==> src/rtl/synth_pkg.sv <==
// Shared definitions for the voice allocator: FSM state encoding, per-voice
// register offsets and the default spacing between voice register windows.
package synth_pkg;

  typedef enum logic [2:0] {
    S_IDLE,
    S_ALLOC,
    S_OFF_SETUP,
    S_OFF_STB,
    S_INCR_SETUP,
    S_INCR_STB,
    S_ON_SETUP,
    S_ON_STB
  } state_t;

  localparam logic [15:0] REG_GATE        = 16'd0;
  localparam logic [15:0] REG_INCR        = 16'd1;
  localparam int          DEF_CHAN_STRIDE = 8;
  localparam int          KEY_W           = 7;

  // The second cycle of every bus write, where the strobe is high.
  function automatic logic is_strobe(input state_t s);
    return (s == S_OFF_STB) || (s == S_INCR_STB) || (s == S_ON_STB);
  endfunction

endpackage

==> src/rtl/voice_select.sv <==
// Combinational voice search: lowest free voice, lowest busy voice holding a
// given key, and the busy voice with the largest age (ties go to lowest index).
module voice_select #(
  parameter int NUM_VOICES = 4,
  parameter int AGE_W      = 8,
  parameter int KEY_W      = 7,
  parameter int IDX_W      = 2
) (
  input  logic [NUM_VOICES-1:0]            busy,
  input  logic [NUM_VOICES-1:0][KEY_W-1:0] keys,
  input  logic [NUM_VOICES-1:0][AGE_W-1:0] ages,
  input  logic [KEY_W-1:0]                 key,
  output logic [IDX_W-1:0]                 free_idx,
  output logic                             free_found,
  output logic [IDX_W-1:0]                 match_idx,
  output logic                             match_found,
  output logic [IDX_W-1:0]                 oldest_idx
);

  logic [AGE_W-1:0] best_age;
  logic             best_valid;

  always_comb begin
    free_idx    = '0;
    free_found  = 1'b0;
    match_idx   = '0;
    match_found = 1'b0;
    oldest_idx  = '0;
    best_age    = '0;
    best_valid  = 1'b0;

    // Walking downwards lets the lowest qualifying index overwrite the rest.
    for (int i = NUM_VOICES - 1; i >= 0; i--) begin
      if (!busy[i]) begin
        free_found = 1'b1;
        free_idx   = IDX_W'(i);
      end
      if (busy[i] && keys[i] == key) begin
        match_found = 1'b1;
        match_idx   = IDX_W'(i);
      end
    end

    // Strict greater-than keeps the earliest (lowest) index on ties.
    for (int i = 0; i < NUM_VOICES; i++) begin
      if (busy[i] && (!best_valid || ages[i] > best_age)) begin
        best_valid = 1'b1;
        best_age   = ages[i];
        oldest_idx = IDX_W'(i);
      end
    end
  end

endmodule

==> src/rtl/voice_allocator.sv <==
// Note-event to voice allocator driving per-voice gate/increment registers over
// a two-cycle strobed write bus. Define VOICE_ALLOC_STEAL_EN to steal the oldest voice.
module voice_allocator
  import synth_pkg::*;
#(
  parameter int          NUM_VOICES  = 4,
  parameter logic [15:0] BASE_ADDR   = 16'h0000,
  parameter int          CHAN_STRIDE = DEF_CHAN_STRIDE,
  parameter int          AGE_W       = 8
) (
  input  logic                  Clock,
  input  logic                  Reset,
  input  logic                  EvValid,
  output logic                  EvReady,
  input  logic                  EvNoteOn,
  input  logic [KEY_W-1:0]      EvKey,
  input  logic [7:0]            EvIncr,
  output logic [15:0]           BusAddress,
  output logic [7:0]            BusData,
  output logic                  BusReadWrite,
  output logic                  BusClock,
  output logic [NUM_VOICES-1:0] VoiceBusy,
  output logic                  Dropped
);

  localparam int               IDX_W   = (NUM_VOICES > 1) ? $clog2(NUM_VOICES) : 1;
  localparam logic [AGE_W-1:0] AGE_MAX = '1;

  state_t                           state_q, state_d;
  logic                             ev_ready_q, ev_ready_d;
  logic [KEY_W-1:0]                 key_q, key_d;
  logic                             on_q, on_d;
  logic [7:0]                       incr_q, incr_d;
  logic [IDX_W-1:0]                 v_q, v_d;
  logic [NUM_VOICES-1:0]            busy_q, busy_d;
  logic [NUM_VOICES-1:0][KEY_W-1:0] keys_q, keys_d;
  logic [NUM_VOICES-1:0][AGE_W-1:0] ages_q, ages_d;
  logic [15:0]                      addr_q, addr_d;
  logic [7:0]                       data_q, data_d;
  logic                             bus_clk_q, bus_clk_d;
  logic                             dropped_q, dropped_d;

  logic [KEY_W-1:0] sel_key;
  logic [IDX_W-1:0] free_idx, match_idx, oldest_idx;
  logic             free_found, match_found;
  logic             age_step;
  logic [15:0]      window;

  // The search runs on the live key while idle so a drop can be flagged at acceptance.
  assign sel_key = (state_q == S_IDLE) ? EvKey : key_q;

  voice_select #(
    .NUM_VOICES (NUM_VOICES),
    .AGE_W      (AGE_W),
    .KEY_W      (KEY_W),
    .IDX_W      (IDX_W)
  ) u_voice_select (
    .busy        (busy_q),
    .keys        (keys_q),
    .ages        (ages_q),
    .key         (sel_key),
    .free_idx    (free_idx),
    .free_found  (free_found),
    .match_idx   (match_idx),
    .match_found (match_found),
    .oldest_idx  (oldest_idx)
  );

  always_comb begin
    // NOTE: every signal written here gets a default first, so no path can infer a latch.
    state_d   = state_q;
    key_d     = key_q;
    on_d      = on_q;
    incr_d    = incr_q;
    v_d       = v_q;
    busy_d    = busy_q;
    keys_d    = keys_q;
    ages_d    = ages_q;
    dropped_d = 1'b0;
    age_step  = 1'b0;

    unique case (state_q)
      S_IDLE: begin
        if (EvValid && ev_ready_q) begin
          key_d   = EvKey;
          on_d    = EvNoteOn;
          incr_d  = EvIncr;
          state_d = S_ALLOC;
`ifndef VOICE_ALLOC_STEAL_EN
          dropped_d = EvNoteOn && !match_found && !free_found;
`endif
        end
      end
      S_ALLOC: begin
        state_d = S_IDLE;
        if (on_q) begin
          if (match_found) begin
            v_d      = match_idx;
            state_d  = S_OFF_SETUP;
            age_step = 1'b1;
          end else if (free_found) begin
            v_d      = free_idx;
            state_d  = S_INCR_SETUP;
            age_step = 1'b1;
          end else begin
            v_d = oldest_idx;
`ifdef VOICE_ALLOC_STEAL_EN
            state_d  = S_OFF_SETUP;
            age_step = 1'b1;
`endif
          end
          if (age_step) begin
            busy_d[v_d] = 1'b1;
            keys_d[v_d] = key_q;
          end
        end else if (match_found) begin
          v_d               = match_idx;
          busy_d[match_idx] = 1'b0;
          state_d           = S_OFF_SETUP;
        end
      end
      S_OFF_SETUP:  state_d = S_OFF_STB;
      S_OFF_STB:    state_d = on_q ? S_INCR_SETUP : S_IDLE;
      S_INCR_SETUP: state_d = S_INCR_STB;
      S_INCR_STB:   state_d = S_ON_SETUP;
      S_ON_SETUP:   state_d = S_ON_STB;
      S_ON_STB:     state_d = S_IDLE;
      default:      state_d = S_IDLE;
    endcase

    if (age_step) begin
      for (int i = 0; i < NUM_VOICES; i++) begin
        if (IDX_W'(i) == v_d) begin
          ages_d[i] = '0;
        end else if (busy_q[i] && ages_q[i] != AGE_MAX) begin
          ages_d[i] = ages_q[i] + AGE_W'(1);
        end
      end
    end

    // Bus outputs are decoded from the next state so they leave the flops glitch-free.
    window = BASE_ADDR + 16'(v_d) * 16'(CHAN_STRIDE);
    addr_d = addr_q;
    data_d = data_q;
    case (state_d)
      S_OFF_SETUP: begin
        addr_d = window + REG_GATE;
        data_d = 8'h00;
      end
      S_INCR_SETUP: begin
        addr_d = window + REG_INCR;
        data_d = incr_q;
      end
      S_ON_SETUP: begin
        addr_d = window + REG_GATE;
        data_d = 8'h01;
      end
      default: ;
    endcase

    bus_clk_d  = is_strobe(state_d);
    ev_ready_d = (state_d == S_IDLE);
  end

  // NOTE: sequential state uses non-blocking assignments only, so every flop samples pre-edge values.
  always_ff @(posedge Clock or negedge Reset) begin
    if (!Reset) begin
      state_q    <= S_IDLE;
      ev_ready_q <= 1'b0;
      key_q      <= '0;
      on_q       <= 1'b0;
      incr_q     <= '0;
      v_q        <= '0;
      busy_q     <= '0;
      // NOTE: the key and age tables are small register files and must read as zero after reset.
      keys_q     <= '0;
      ages_q     <= '0;
      addr_q     <= '0;
      data_q     <= '0;
      bus_clk_q  <= 1'b0;
      dropped_q  <= 1'b0;
    end else begin
      state_q    <= state_d;
      ev_ready_q <= ev_ready_d;
      key_q      <= key_d;
      on_q       <= on_d;
      incr_q     <= incr_d;
      v_q        <= v_d;
      busy_q     <= busy_d;
      keys_q     <= keys_d;
      ages_q     <= ages_d;
      addr_q     <= addr_d;
      data_q     <= data_d;
      bus_clk_q  <= bus_clk_d;
      dropped_q  <= dropped_d;
    end
  end

  assign EvReady      = ev_ready_q;
  assign BusAddress   = addr_q;
  assign BusData      = data_q;
  assign BusReadWrite = 1'b1;
  assign BusClock     = bus_clk_q;
  assign VoiceBusy    = busy_q;
  assign Dropped      = dropped_q;

endmodule

==> config.mk <==
export PLATFORM = sky130hd
export DESIGN_NAME = voice_allocator
export DESIGN_NICKNAME = d
export VERILOG_FILES = /design/src/rtl/synth_pkg.sv /design/src/rtl/voice_select.sv /design/src/rtl/voice_allocator.sv
export SDC_FILE = /design/constraint.sdc
export NUM_CORES = 1
export LEC_CHECK = 0
export ABC_AREA = 0
export CORE_MARGIN = 2
export CORE_UTILIZATION = 24
export CTS_CLUSTER_SIZE = 12
export DETAILED_ROUTE_END_ITERATION = 16
export SLEW_MARGIN = 20
export SYNTH_ARGS = -nofsm -noshare
export SYNTH_HDL_FRONTEND = slang
export SYNTH_HIERARCHICAL = 1
export SYNTH_SLANG_ARGS = --single-unit
==> constraint.sdc <==
create_clock -name Clock -period 6.5 [get_ports Clock]
set_input_delay 1.625 -clock Clock [delete_from_list [all_inputs] [get_ports Clock]]
set_output_delay 1.625 -clock Clock [all_outputs]
set_load 0.05 [all_outputs]
==> results of run 1 <==
==> stage by stage <==
step | util (%) | hold WS, ps
finish | 29.2 | 490
global route | 29.2 | 517
CTS | 28.8 | 500
detailed placement | 27.4 | 472
global placement | 27.4 | 472
floorplan | - | 467
==> worst min-delay path by stage <==
stage                                   start                         to  slack (ps)  depth (start not counted)
floorplan               keys_q[3]$_DFFE_PN0P_      keys_q[3]$_DFFE_PN0P_         470                          2
global placement    BusAddress[0]$_DFFE_PN0P_  BusAddress[0]$_DFFE_PN0P_         470                          1
detailed placement  BusAddress[0]$_DFFE_PN0P_  BusAddress[0]$_DFFE_PN0P_         470                          1
CTS                 BusAddress[0]$_DFFE_PN0P_  BusAddress[0]$_DFFE_PN0P_         500                          1
global route            keys_q[0]$_DFFE_PN0P_      keys_q[0]$_DFFE_PN0P_         520                          2
finish              BusAddress[0]$_DFFE_PN0P_  BusAddress[0]$_DFFE_PN0P_         490                          1
==> cells by family (layout without fill, tap and decap cells) <==
kind of cell	count (synthesis)	after routing	synth area share, %
adder cells (fa/ha/maj)	28	28	5.74
XOR/XNOR	31	31	4.45
AO/OA/AOI/OAI	126	126	16.2
AND/OR/NAND/NOR	196	196	17.4
flip-flops	99	99	40.6
other	2	14	0.123
buffers and inverters	53	105	4.71
multiplexers	56	56	10.8
==> power groups by stage <==
stage                     Clock, mW  Combinational (mW)  Sequential [mW]
after floorplan                   0                1.05             1.06
after global placement            0                1.49             1.00
after detailed placement          0                1.50             1.00
after CTS                     0.597                1.52            0.993
after global routing          0.623                1.74             1.02
final                         0.585                1.60            0.986
==> cell usage after synthesis, drive strengths merged, types with 3 or more instances <==
cell     n
inv     20
o21ai   18
nor2b    6
buf     27
and3    14
o31ai   14
nor2    31
a21oi   23
nand2b  10
o21a     5
nand3   36
a211oi   3
and2     4
a22o     9
a22oi    7
a31oi    4
a211o    3
ha      28
a21o     8
or2      3
nand4   27
nand2   49
xnor2   24
nor3     5
a32o     3
dfrtp   99
clkbuf   6
mux2    56
xor2     7
o211ai   9
==> sequential cells by signal, indices dropped and copies added (netlist names) <==
| signal | count |
|---|---|
| v_q | 2 |
| key_q | 7 |
| Dropped | 1 |
| state_q | 3 |
| BusAddress | 3 |
| incr_q | 8 |
| BusClock | 1 |
| VoiceBusy | 4 |
| BusData | 8 |
| on_q | 1 |
| keys_q | 28 |
| ages_q | 32 |
| EvReady | 1 |
==> cells in the final DEF (no fill, tap or decap), types with 5 or more instances in the layout <==
cell              n
ha_1             28
o31ai_2           5
o21ai_1          10
a21o_1            8
a22o_1            9
conb_1           14
nor2_1           26
o211ai_1          9
nand2_1          48
and3_1           14
a21oi_1          21
mux2_2           38
o31ai_1           9
clkdlybuf4s50_1  35
inv_1            20
nor2b_1           5
nand3_1          34
buf_4            32
nand4_1          27
o21ai_0           5
clkbuf_16         9
mux2_1           10
a22oi_1           6
nand2b_1         10
xnor2_1          24
xor2_1            7
dfrtp_1          98
mux2_4            8
==> layer usage <==
metal / up-vias / global-route usage [%]
met5: - / 0
met4: 0 / 3.07
met3: 21 / 3.25
met2: 112 / 18.5
met1: 2292 / 15.2
li1: 2275 / -
==> worst register-to-register path: cells and delay by family, from the launching register on <==
kind	cells	cell delay, ps
AO/OA/AOI/OAI	13	3170
adder cells (fa/ha/maj)	3	880
multiplexers	2	610
AND/OR/NAND/NOR	7	600
buffers and inverters	3	540
flip-flops	1	440
==> layout make-up <==
type,count,area (µm²),share of cell area (%)
clock buffer,10,229,3.12
clock inverter,5,85.1,1.16
inverter,20,75.1,1.02
multi-input combinational,451,3440,46.9
sequential,99,2480,33.8
tap,330,413,5.63
timing repair buffer,70,618,8.42
==> repair_timing <==
action,CTS,global route
setup endpoints to repair,15,65
pin swaps,0,5
cloned,0,0
gates resized for setup,1,12
hold buffers,0,0
hold endpoints to repair,0,0
buffers inserted,3,7
==> impl_metrics.tcl, run 1 <==
set metrics [dict create \
    run_status "finished clean" \
    top_layer "met4" \
    finClkSkew_ps 17.8 \
    clkTransAtPathRegs_ps 70 \
    cp_top_family "compound AO/OA/AOI/OAI gates" \
    ys.flop_type "dfrtp_1" \
    cp.arrival_ps 6590 \
    worst_pin_slew_ps 981 \
    core_um2 25100 \
    fin_cells 985 \
    stdcell_area_um2 7340 \
    cp-startpoint "VoiceBusy[0]$_DFFE_PN0P_" \
    drtPass1Iterations 6 \
    hold_path_class "reg2reg" \
    setup_slack_ps 189 \
    worstSkewPairLatency_ps 360 \
    syn_area_per_cell_um2 10.3 \
    drcViolationCount 0 \
    r2r-start "VoiceBusy[0]$_DFFE_PN0P_" \
    cts_buffer_depth 2 \
    synthesis.instances 591 \
    fin_nets 698 \
    cp-start-kind "flop" \
    crit_end "ages_q[12]$_DFFE_PN0P_" \
    fin_setup_tns_ps 0 \
    drt_iter0_markers 243 \
    async_flop_share_pct 100 \
    placed_cell_area_um2 6890 \
    setup_violations 0 \
    power.share.combinational_pct 50.5 \
    numPortBuffers 36 \
    first_global_vias 4625 \
    drive_gt1_share_pct 20.2 \
    numClockSinks 99 \
    peakVddDrop_mv 0.245 \
    p_leak_nw 3.15 \
    met2WireLength_um 7110 \
    n_antenna_cell 0 \
    cp_max_fo 8 \
    pre_cts_ws_ps -77.3 \
    synth_seq_cells 99 \
    slew_headroom_pct 34.3 \
    crit_required_ps 6780 \
    area_growth_pct 20.2 \
    cts-root-buf "clkbuf_16" \
    cts.htree.levels 3 \
    routed_wirelength_um 15100 \
    synth_edf_count 0 \
    pwr-share-seq_pct 31.1 \
    met1Wirelength_um 6950 \
    cap_violations 0 \
    cts_tree "built" \
    overflow 0 \
    gp_congestion 0.873 \
    fmax_ghz 0.158 \
    hold_violations 0 \
    wl_met3_um 802 \
    intPower_mw 1.84 \
    drtAntennaViolNets 0 \
    dp_hpwl_um 10800 \
    yosysUniqueCellTypes 75 \
    die_w_um 163 \
    ys_seq_area_share_pct 40.6 \
    cts_buffers 9 \
    fillers 2668 \
    path_class "reg2reg" \
    rr_endpoint "ages_q[12]$_DFFE_PN0P_" \
    post-route-min-period_ps 6310 \
    synth_area_leader_cell "dfrtp_1" \
    p_sw_share_pct 41.9 \
    grt_max_degree 67 \
    worst-path-buf-inv 3 \
    grt_first_pass_wirelength_um 24400 \
    dieArea_um2 26700 \
    cp.depth 28 \
    antenna_found_initial 0 \
    num_rows 58 \
    p_clk_share_pct 18.4 \
    power_switching_mw 1.33 \
    rrSetupSlack_ps 190 \
    start_util_pct 24.3 \
    total_power_mw 3.17 \
    synth.area.top_cells "dfrtp_1 (41%), mux2_2 (7.0%), ha_1 (5.7%)" \
    vias 4700 \
    r2r_cells 28 \
    endpoint_kind "flop" \
    dp.cells 960 \
    avgViaCountPerCell 4.77 \
    dieHeight_um 163 \
    synth_top_area_share_pct 40.6 \
    ios 51 \
    powerDensity_nw_per_um2 432 \
    maxSlewViolCount 0 \
    crit_path_top_delay_cell "a2111oi_4" \
    syn_area_um2 6100 \
    synth_warnings 6 \
    period_share_pct 97.1 \
    grt_util_all_layers_pct 11.5 \
    wl_per_cell_um 15.3 \
    cpPeakStageDelay_ps 450 \
]
Note: power is estimated with default switching activity, not from simulation.
==> inputs of run 2 (changes only) <==
--- a/config.mk
+++ b/config.mk
@@ -8,7 +8,6 @@
 export ABC_AREA = 0
 export CORE_MARGIN = 2
 export CORE_UTILIZATION = 24
-export CTS_CLUSTER_SIZE = 12
 export DETAILED_ROUTE_END_ITERATION = 16
 export SLEW_MARGIN = 20
 export SYNTH_ARGS = -nofsm -noshare
==> results of run 2 <==
Same layout as run 1: the final DEF is identical, and so are final timing and power.
